[config.mk]
export PLATFORM = sky130hd
export DESIGN_NAME = spi_transaction_fsm
export DESIGN_NICKNAME = d
export VERILOG_FILES = /design/src/rtl/spi_transaction_fsm.sv
export SDC_FILE = /design/constraint.sdc
export NUM_CORES = 1
export LEC_CHECK = 0
export CAP_MARGIN = 10
export CELL_PAD_IN_SITES_DETAIL_PLACEMENT = 2
export CELL_PAD_IN_SITES_GLOBAL_PLACEMENT = 2
export CORE_MARGIN = 4
export CORE_UTILIZATION = 28
export CTS_BUF_LIST = sky130_fd_sc_hd__clkbuf_8
export DETAILED_ROUTE_END_ITERATION = 8
export GPL_TIMING_DRIVEN = 1
export PLACE_DENSITY_LB_ADDON = 0.1
export RECOVER_POWER = 100
export REMOVE_ABC_BUFFERS = 1
export SLEW_MARGIN = 20
export SYNTH_ARGS = -nofsm -noshare
export SYNTH_HDL_FRONTEND = slang
export SYNTH_SLANG_ARGS = --single-unit
[constraint.sdc]
create_clock -name clk -period 1.65 [get_ports clk]
set_clock_uncertainty 0.1 [all_clocks]
set_input_delay 0.495 -clock clk [delete_from_list [all_inputs] [get_ports clk]]
set_output_delay 0.495 -clock clk [all_outputs]
set_load 0.05 [all_outputs]
[src/rtl/spi_transaction_fsm.sv]
// Transaction sequencer for the SPI memory slave: address, R/W bit, then 8 data bits in or out.
// Optional SCLK-idle watchdog is enabled by defining SPI_TIMEOUT_EN.
module spi_transaction_fsm #(
  parameter int unsigned addrwidth     = 7,
  parameter int unsigned datawidth     = 8,
  parameter int unsigned timeoutcycles = 255
) (
  input  logic clk,
  input  logic reset,
  input  logic cs_cond,
  input  logic sclk_pos,
  input  logic sclk_neg,
  input  logic rw_bit,
  output logic addr_we,
  output logic sr_we,
  output logic dm_we,
  output logic miso_buff,
  output logic busy,
  output logic abort
);

  localparam int unsigned CntW = $clog2(addrwidth + datawidth + 1);

  typedef enum logic [2:0] {
    StIdle,
    StGetAddr,
    StLatchAddr,
    StReadLoad,
    StReadShift,
    StWriteRecv,
    StWriteCommit,
    StDone
  } state_e;

  state_e          state_q, state_d;
  logic [CntW-1:0] cnt_q, cnt_d;
  logic            addr_we_d, sr_we_d, dm_we_d, miso_buff_d, busy_d, abort_d;
  logic            start_ok;
  logic            in_xfer;

`ifdef SPI_TIMEOUT_EN
  localparam int unsigned WdogW = $clog2(timeoutcycles + 1);

  logic [WdogW-1:0] wdog_q, wdog_d;
  logic             lock_q, lock_d;
  logic             expired;
`endif

  always_comb begin
    state_d     = state_q;
    cnt_d       = cnt_q;
    abort_d     = 1'b0;
    in_xfer     = (state_q != StIdle) && (state_q != StDone);
`ifdef SPI_TIMEOUT_EN
    lock_d      = lock_q;
    start_ok    = !lock_q;
    expired     = ((state_q == StGetAddr) || (state_q == StReadShift) ||
                   (state_q == StWriteRecv)) && !sclk_pos && !sclk_neg &&
                  (wdog_q == WdogW'(timeoutcycles - 1));
`else
    start_ok    = 1'b1;
`endif

    unique case (state_q)
      StIdle: begin
        if (!cs_cond && start_ok) state_d = StGetAddr;
      end
      StGetAddr: begin
        if (sclk_pos) begin
          if (cnt_q == CntW'(addrwidth)) state_d = StLatchAddr;
          else                           cnt_d   = cnt_q + CntW'(1);
        end
      end
      StLatchAddr:   state_d = rw_bit ? StReadLoad : StWriteRecv;
      StReadLoad:    state_d = StReadShift;
      StReadShift: begin
        if (sclk_neg) begin
          if (cnt_q == CntW'(datawidth - 1)) state_d = StDone;
          else                               cnt_d   = cnt_q + CntW'(1);
        end
      end
      StWriteRecv: begin
        if (sclk_pos) begin
          if (cnt_q == CntW'(datawidth - 1)) state_d = StWriteCommit;
          else                               cnt_d   = cnt_q + CntW'(1);
        end
      end
      StWriteCommit: state_d = StDone;
      StDone: begin
        if (cs_cond) state_d = StIdle;
      end
      default:       state_d = StIdle;
    endcase

    // Premature CS release overrides whatever the transaction wanted to do.
    if (cs_cond && in_xfer) begin
      state_d = StIdle;
      abort_d = 1'b1;
    end
`ifdef SPI_TIMEOUT_EN
    else if (expired) begin
      state_d = StIdle;
      abort_d = 1'b1;
      lock_d  = 1'b1;
    end
    if (state_q == StIdle && cs_cond) lock_d = 1'b0;

    if (sclk_pos || sclk_neg || (state_q != StGetAddr && state_d == StGetAddr)) begin
      wdog_d = '0;
    end else if (wdog_q != WdogW'(timeoutcycles)) begin
      wdog_d = wdog_q + WdogW'(1);
    end else begin
      wdog_d = wdog_q;
    end
`endif

    if (state_d != state_q) cnt_d = '0;

    addr_we_d   = (state_d == StLatchAddr);
    sr_we_d     = (state_d == StReadLoad);
    dm_we_d     = (state_d == StWriteCommit);
    miso_buff_d = (state_d == StReadShift);
    busy_d      = (state_d != StIdle);
  end

  always_ff @(posedge clk) begin
    if (reset) begin
      state_q   <= StIdle;
      cnt_q     <= '0;
      addr_we   <= 1'b0;
      sr_we     <= 1'b0;
      dm_we     <= 1'b0;
      miso_buff <= 1'b0;
      busy      <= 1'b0;
      abort     <= 1'b0;
`ifdef SPI_TIMEOUT_EN
      wdog_q    <= '0;
      lock_q    <= 1'b0;
`endif
    end else begin
      state_q   <= state_d;
      cnt_q     <= cnt_d;
      addr_we   <= addr_we_d;
      sr_we     <= sr_we_d;
      dm_we     <= dm_we_d;
      miso_buff <= miso_buff_d;
      busy      <= busy_d;
      abort     <= abort_d;
`ifdef SPI_TIMEOUT_EN
      wdog_q    <= wdog_d;
      lock_q    <= lock_d;
`endif
    end
  end

endmodule

==> results.sh, run 1 <==
export IMPL_outcome="completed"
export IMPL_slowest_delay_ps=290
export IMPL_yosys_cell_types_count=35
export IMPL_p_int_w=0.000532
export IMPL_die_h_um=56.7
export IMPL_via_per_inst=5.04
export IMPL_fp_row_count=17
export IMPL_cts_sinks=13
export IMPL_syn_area_sq_um=664
export IMPL_crit_required_ps=1690
export IMPL_clk_latency_ps=240
export IMPL_syn_to_final_growth_pct=55.0
export IMPL_ys_seq_elements=13
export IMPL_drtAntennaViolNets=0
export IMPL_hpwlAfterDp_um=1580
export IMPL_synth_top_cells_by_count="dfxtp_1 (13), nor2_1 (7), a21oi_1 (6), inv_1 (6)"
export IMPL_final_nets=113
export IMPL_tritoncts="yes"
export IMPL_synth_area_per_cell_sq_um=8.86
export IMPL_cts_root_buf="clkbuf_8"
export IMPL_leakage_nw=0.470
export IMPL_wire_per_inst_um=16.8
export IMPL_fill_cells=241
export IMPL_swShare_pct=24.3
export IMPL_setup_slack_ps=5.48
export IMPL_synthFlopType="dfxtp_1"
export IMPL_async_reset_ff_share_pct=0
export IMPL_cts_buffers_inserted=3
export IMPL_slew_violations=0
export IMPL_grt_max_degree=11
export IMPL_drtIter0Drc=9
export IMPL_gp_congestion=0.691
export IMPL_synth_top_area_share_pct=39.2
export IMPL_dp_cells=128
export IMPL_critPathKind="in -> reg"
export IMPL_diodes=0
export IMPL_powerDensity_nw_per_um2=683
export IMPL_max_freq_mhz=608
export IMPL_route_detailed_drc=0
export IMPL_worst_pin_slew_ps=346
export IMPL_max_slew_margin_rel_pct=76.3
export IMPL_die_w_um=56.7
export IMPL_crit_chain="dlygate4sd2_1, nand2b_1, a22o_2, nand3_1, nor4b_2"
export IMPL_dieArea_sq_um=3220
export IMPL_grt_pass1_wl_um=3570
export IMPL_power_frac_seq_pct=45.9
export IMPL_clk_pin_slew_ps=60
export IMPL_totalNegativeSetupSlack_ps=0
export IMPL_synth_cells=75
export IMPL_synth_seq_area_share_pct=39.2
export IMPL_synth_edf_count=0
export IMPL_initial_core_util_pct=29.7
export IMPL_p_clk_share_pct=39.4
export IMPL_finalHoldViolCount=0
export IMPL_grt_use_total_pct=14.7
export IMPL_clk_path_buf_depth=2
export IMPL_cts_htree_levels=1
export IMPL_timing_final_crit_share_pct=99.7
export IMPL_yosys_cell_count_top_type="dfxtp_1"
export IMPL_hold_path_class="reg -> reg"
export IMPL_critPathArrivalTime_ps=1690
export IMPL_grt_ovfl_total=0
export IMPL_core_area_sq_um=2230
export IMPL_wirelength_um=2240
export IMPL_rsz0062_at_grt="true"
export IMPL_antenna_found_initial=0
export IMPL_grt_pass1_vias=758
export IMPL_seqCellArea_sq_um=265
export IMPL_vias=670
export IMPL_cp_end_kind="register"
export IMPL_synth_area_leaders="dfxtp_1 (39%), a21oi_1 (4.5%), nor2_1 (4.0%)"
export IMPL_power_frac_comb_pct=14.7
export IMPL_finalCriticalPeriod_ps=1640
export IMPL_port_buffers=11
export IMPL_yosysTopAreaCell="dfxtp_1"
export IMPL_cp_slowest_cell="nor4b_2"
export IMPL_drive_above_1_share_pct=49.5
export IMPL_worstPathMaxFanout=5
export IMPL_start_kind="input port"
export IMPL_final_cells=133
export IMPL_crit_family="simple AND/OR/NAND/NOR gates"
export IMPL_multi_input_area_sq_um=442
export IMPL_peakVddDrop_mv=0.550
export IMPL_crit_buf_inv=1
export IMPL_drt_pass1_iterations=3
export IMPL_post_place_ws_ps=-547
export IMPL_ys_warn_count=0
export IMPL_ios=12
export IMPL_setup_viol=0
export IMPL_drv_cap=0
export IMPL_p_sw_w=0.000171
==> cells by family after synthesis <==
family / share of synthesized area (%)
flops: 39.2
buf+inv: 5.46
fa+ha+maj: 1.88
xor+xnor: 1.32
compound gates: 22.8
mux: 3.01
simple gates: 26.4
==> layout by cell type (no fill, tap or decap), types with 3 or more instances in the layout <==
cell      count
a211oi_2      3
a21oi_1       4
buf_4        18
clkbuf_2      6
clkbuf_8      3
dfxtp_1       9
dfxtp_2       4
inv_1         7
nor2_1        6
==> worst register-to-register path: cells and delay by family, from the launching register on <==
kind	cells	cell delay, ps
DFF	1	350
adders and majority gates	1	150
and+or+nand+nor	4	940
==> power by group through the flow <==
stage          Combinational, W  Clock, W  Sequential, W
6_report               0.000103  0.000277       0.000323
5_1_grt                0.000112  0.000304       0.000323
4_1_cts                0.000103  0.000289       0.000323
3_5_place_dp           0.000100         0       0.000329
3_3_place_gp          0.0000970         0       0.000329
2_1_floorplan         0.0000292         0       0.000336
==> path summary, 6_finish.rpt <==
| kind | startpoint | depth (start not counted) | to | slack (ps) |
|---|---|---|---|---|
| hold / removal | cnt_q[3] | 2 | cnt_q[3] | 450 |
| hold reg to reg | cnt_q[3] | 2 | cnt_q[3] | 450 |
| setup / recovery | cs_cond | 5 | sr_we | 5 |
| setup reg to reg | cnt_q[1] | 5 | sr_we | 30 |
==> layout make-up <==
class                      count  share of cell area (%)
multi-input combinational     53                    42.9
tap                           28                    3.40
sequential                    13                    25.8
timing repair buffer          29                    21.4
clock inverter                 1                   0.365
inverter                       6                    2.19
clock buffer                   3                    4.01
==> metrics by stage <==
step	total power, W	hold WS (ps)	utilization, %	cell area (sq um)
floorplan	0.000365	408	-	651
global route	0.000740	502	46.1	1030
global placement	0.000426	429	44.0	983
finish	0.000703	452	46.1	1030
CTS	0.000715	456	47.4	1060
detailed placement	0.000430	446	44.0	983
==> layer usage <==
layer	up-vias	wire [um]	part of all wire [%]	GRT usage, %
met5	-	0	0	0
met4	0	23	1.0	7.12
met3	2	75	3.3	3.68
met2	9	1050	47	21.9
met1	323	1090	49	19.5
li1	336	-	-	-
==> state kept, by name, indices dropped and copies added, names as in the netlist <==
signal and flops:
abort 1, addr_we 1, busy 1, cnt_q 4
dm_we 1, miso_buff 1, sr_we 1, state_q 3
==> what timing repair did <==
action	in CTS	in global routing
endpoints found under the setup margin	11	9
setup buffers	0	1
hold buffers	0	0
pin swaps	4	7
endpoints found under the hold margin	0	0
gates resized for setup	13	14
Note: power is estimated with default switching activity, not from simulation.
==> inputs of run 2 (changes only) <==
Settings changed: ABC_AREA set to 1, CORE_UTILIZATION 28 to 26.
==> run 2 against run 1 <==
Worst hold slack improved by 100 ps. Critical path depth grew 4. Die area is 4.3% higher. Routed wire length grew 29%. Core utilization shrank 0.25 points. Register-to-register slack got worse by 40 ps. The flow now finishes with violations (setup timing). Critical endpoint is now cnt_q[1]. Clock power up 1%. Non-clock buffer count decreased by 1. Maximum frequency is 0.93% lower. Total power is 0.76% lower. Largest power group unchanged. Flip-flop and latch count did not move. Sequential power fell by 2%. Highest routed layer unchanged.
==> results.sh, run 2 <==
export IMPL_outcome="complete, but fails checks"
export IMPL_violations="setup timing"
export IMPL_vias=758
export IMPL_min_from="cnt_q[1]"
export IMPL_yosysTopAreaCell="dfxtp_1"
export IMPL_synth_top_cells_by_count="nand2_1 (21), nor2_1 (19), dfxtp_1 (13), nand3_1 (8), inv_1 (7)"
export IMPL_finalHoldViolCount=0
export IMPL_leakage_nw=0.460
export IMPL_worst_pin_slew_ps=348
export IMPL_max_slew_margin_rel_pct=76.6
export IMPL_port_buffers=11
export IMPL_hold_buffers=0
export IMPL_initial_core_util_pct=28.2
export IMPL_drv_cap=0
export IMPL_setup_slack_ps=-9.87
export IMPL_mostFrequentLayoutCells="buf_4 (15), nand2_2 (13), nand2_1 (12), nor2_1 (12)"
export IMPL_grt_ovfl_total=0
export IMPL_critPathArrivalTime_ps=1740
export IMPL_max_freq_mhz=602
export IMPL_clk_latency_ps=240
export IMPL_multi_input_area_sq_um=462
export IMPL_async_reset_ff_share_pct=0
export IMPL_dpl_instance_area_sq_um=925
export IMPL_wirelength_um=2900
export IMPL_yosys_cell_types_count=21
export IMPL_grt_pass1_wl_um=4080
export IMPL_tritoncts="yes"
export IMPL_hold_path_class="reg -> reg"
export IMPL_syn_area_sq_um=648
export IMPL_die_w_um=57.9
export IMPL_synth_seq_area_share_pct=40.2
export IMPL_drtAntennaViolNets=0
export IMPL_cts_htree_levels=1
export IMPL_ios=12
export IMPL_powerDensity_nw_per_um2=662
export IMPL_clk_pin_slew_ps=60
export IMPL_grt_pass1_vias=808
export IMPL_crit_chain="nand2_1, nor2_2, nor2_2, nand2_2, nand2_2, nand3_1, nand2_2, nand3_4, nor2_2"
export IMPL_synth_edf_count=0
export IMPL_regMostFlops="cnt_q"
export IMPL_synth_area_leaders="dfxtp_1 (40%), nand2_1 (12%), nor2_1 (11%)"
export IMPL_critPathKind="reg -> reg"
export IMPL_start_kind="register"
export IMPL_worstSetupStartpoint="state_q[1]"
export IMPL_largest_reg_flops=4
export IMPL_dieArea_sq_um=3360
export IMPL_grt_max_degree=8
export IMPL_fill_cells=266
export IMPL_syn_to_final_growth_pct=62.5
export IMPL_largestRegisters="cnt_q: 4 flops, state_q: 3 flops"
export IMPL_fp_row_count=17
export IMPL_ys_seq_elements=13
export IMPL_synthFlopType="dfxtp_1"
export IMPL_synth_area_per_cell_sq_um=6.89
export IMPL_final_common_cell="buf_4"
export IMPL_cts_sinks=13
export IMPL_cts_root_buf="clkbuf_8"
export IMPL_final_nets=133
export IMPL_cts_buffers_inserted=3
export IMPL_ys_warn_count=0
export IMPL_core_area_sq_um=2300
export IMPL_synth_cells=94
export IMPL_gp_congestion=0.771
export IMPL_drtIter0Drc=6
export IMPL_grt_use_total_pct=16.3
export IMPL_cp_end_kind="register"
export IMPL_slowest_delay_ps=370
export IMPL_drive_above_1_share_pct=53.6
export IMPL_via_per_inst=4.95
export IMPL_totalNegativeSetupSlack_ps=-9.87
export IMPL_crit_required_ps=1730
export IMPL_drt_pass1_iterations=3
export IMPL_wire_per_inst_um=18.9
export IMPL_finalCriticalPeriod_ps=1660
export IMPL_peakVddDrop_mv=0.665
export IMPL_slew_violations=0
export IMPL_route_detailed_drc=0
export IMPL_hold_ws_ps=556
export IMPL_diodes=0
export IMPL_yosys_cell_count_top_type="nand2_1"
export IMPL_seqCellArea_sq_um=275
export IMPL_power_w=0.000698
export IMPL_die_h_um=57.9
export IMPL_antenna_found_initial=0
export IMPL_timing_final_crit_share_pct=101
export IMPL_postLayoutCoreUtil_pct=45.9
export IMPL_setup_viol=1
export IMPL_clk_path_buf_depth=2
export IMPL_hpwlAfterDp_um=1850
export IMPL_final_cell_area_sq_um=1050
export IMPL_cp_slowest_cell="dfxtp_4"
export IMPL_synth_top_area_share_pct=40.2
export IMPL_worstPathMaxFanout=7
export IMPL_timing_rr_start="state_q[1]"
run 2: cell count changes after synthesis, moves of 3 or more:
cell,before,now
a21oi_1,6,2
nand2_1,2,21
nand2_2,0,5
nand2b_1,3,0
nand3_1,2,8
nor2_1,7,19
run 2: cell families (layout without fill, tap and decap cells):
| group | Yosys count | after routing | synth area share, % |
|---|---|---|---|
| buf+inv | 10 | 41 | 5.79 |
| compound gates | 8 | 8 | 8.11 |
| flops | 13 | 13 | 40.2 |
| simple gates | 60 | 60 | 41.3 |
| xor+xnor | 2 | 2 | 2.70 |
| fa+ha+maj | 1 | 1 | 1.93 |
run 2: area by class of cell:
cell class	count	area share, %
repair buffers	28	19.2
flip-flops and latches	13	26.1
inverters	9	3.21
well taps	28	3.33
clock buffers	3	3.92
multi-input cells	71	43.8
clock inverters	1	0.356
run 2: report_power, final:
part	switching, W	internal [W]
Combinational	0.0000598	0.0000390
Sequential	0.00000334	0.000314
Clock	0.000117	0.000164
run 2: per-stage QoR:
stage,setup WS [ps],std cells
after floorplan,207,93
after global placement,-348,142
after detailed placement,-488,142
after CTS,0.624,151
after global routing,-86.6,153
final,-9.87,153
run 2: worst paths after layout:
check,endpoint,slack [ps],cells past startpoint
worst min register to register,cnt_q[1],560,4
worst max register to register,cnt_q[1],-10,9
worst max-delay path,cnt_q[1],-10,9
worst min-delay path,cnt_q[1],560,4
run 2: timing repair:
action,in CTS,in global routing
pin swaps,13,14
endpoints found under the setup margin,7,9
resized for setup,17,26
buffers inserted,5,4
run 2: worst max-delay path, delay by kind of cell (launching register included):
| family | cells | cell delay, ps |
|---|---|---|
| AND/OR/NAND/NOR | 9 | 1110 |
| flip-flops | 1 | 370 |
run 2: layer usage:
| layer | GRT usage, % | share of wire (%) | wire, um | vias up |
|---|---|---|---|---|
| met4 | 6.95 | 1.4 | 40 | 0 |
| li1 | - | - | - | 364 |
| met3 | 2.00 | 1.5 | 44 | 4 |
| met1 | 19.3 | 46 | 1320 | 377 |
| met2 | 29.2 | 51 | 1490 | 13 |
| met5 | 0 | 0 | 0 | - |
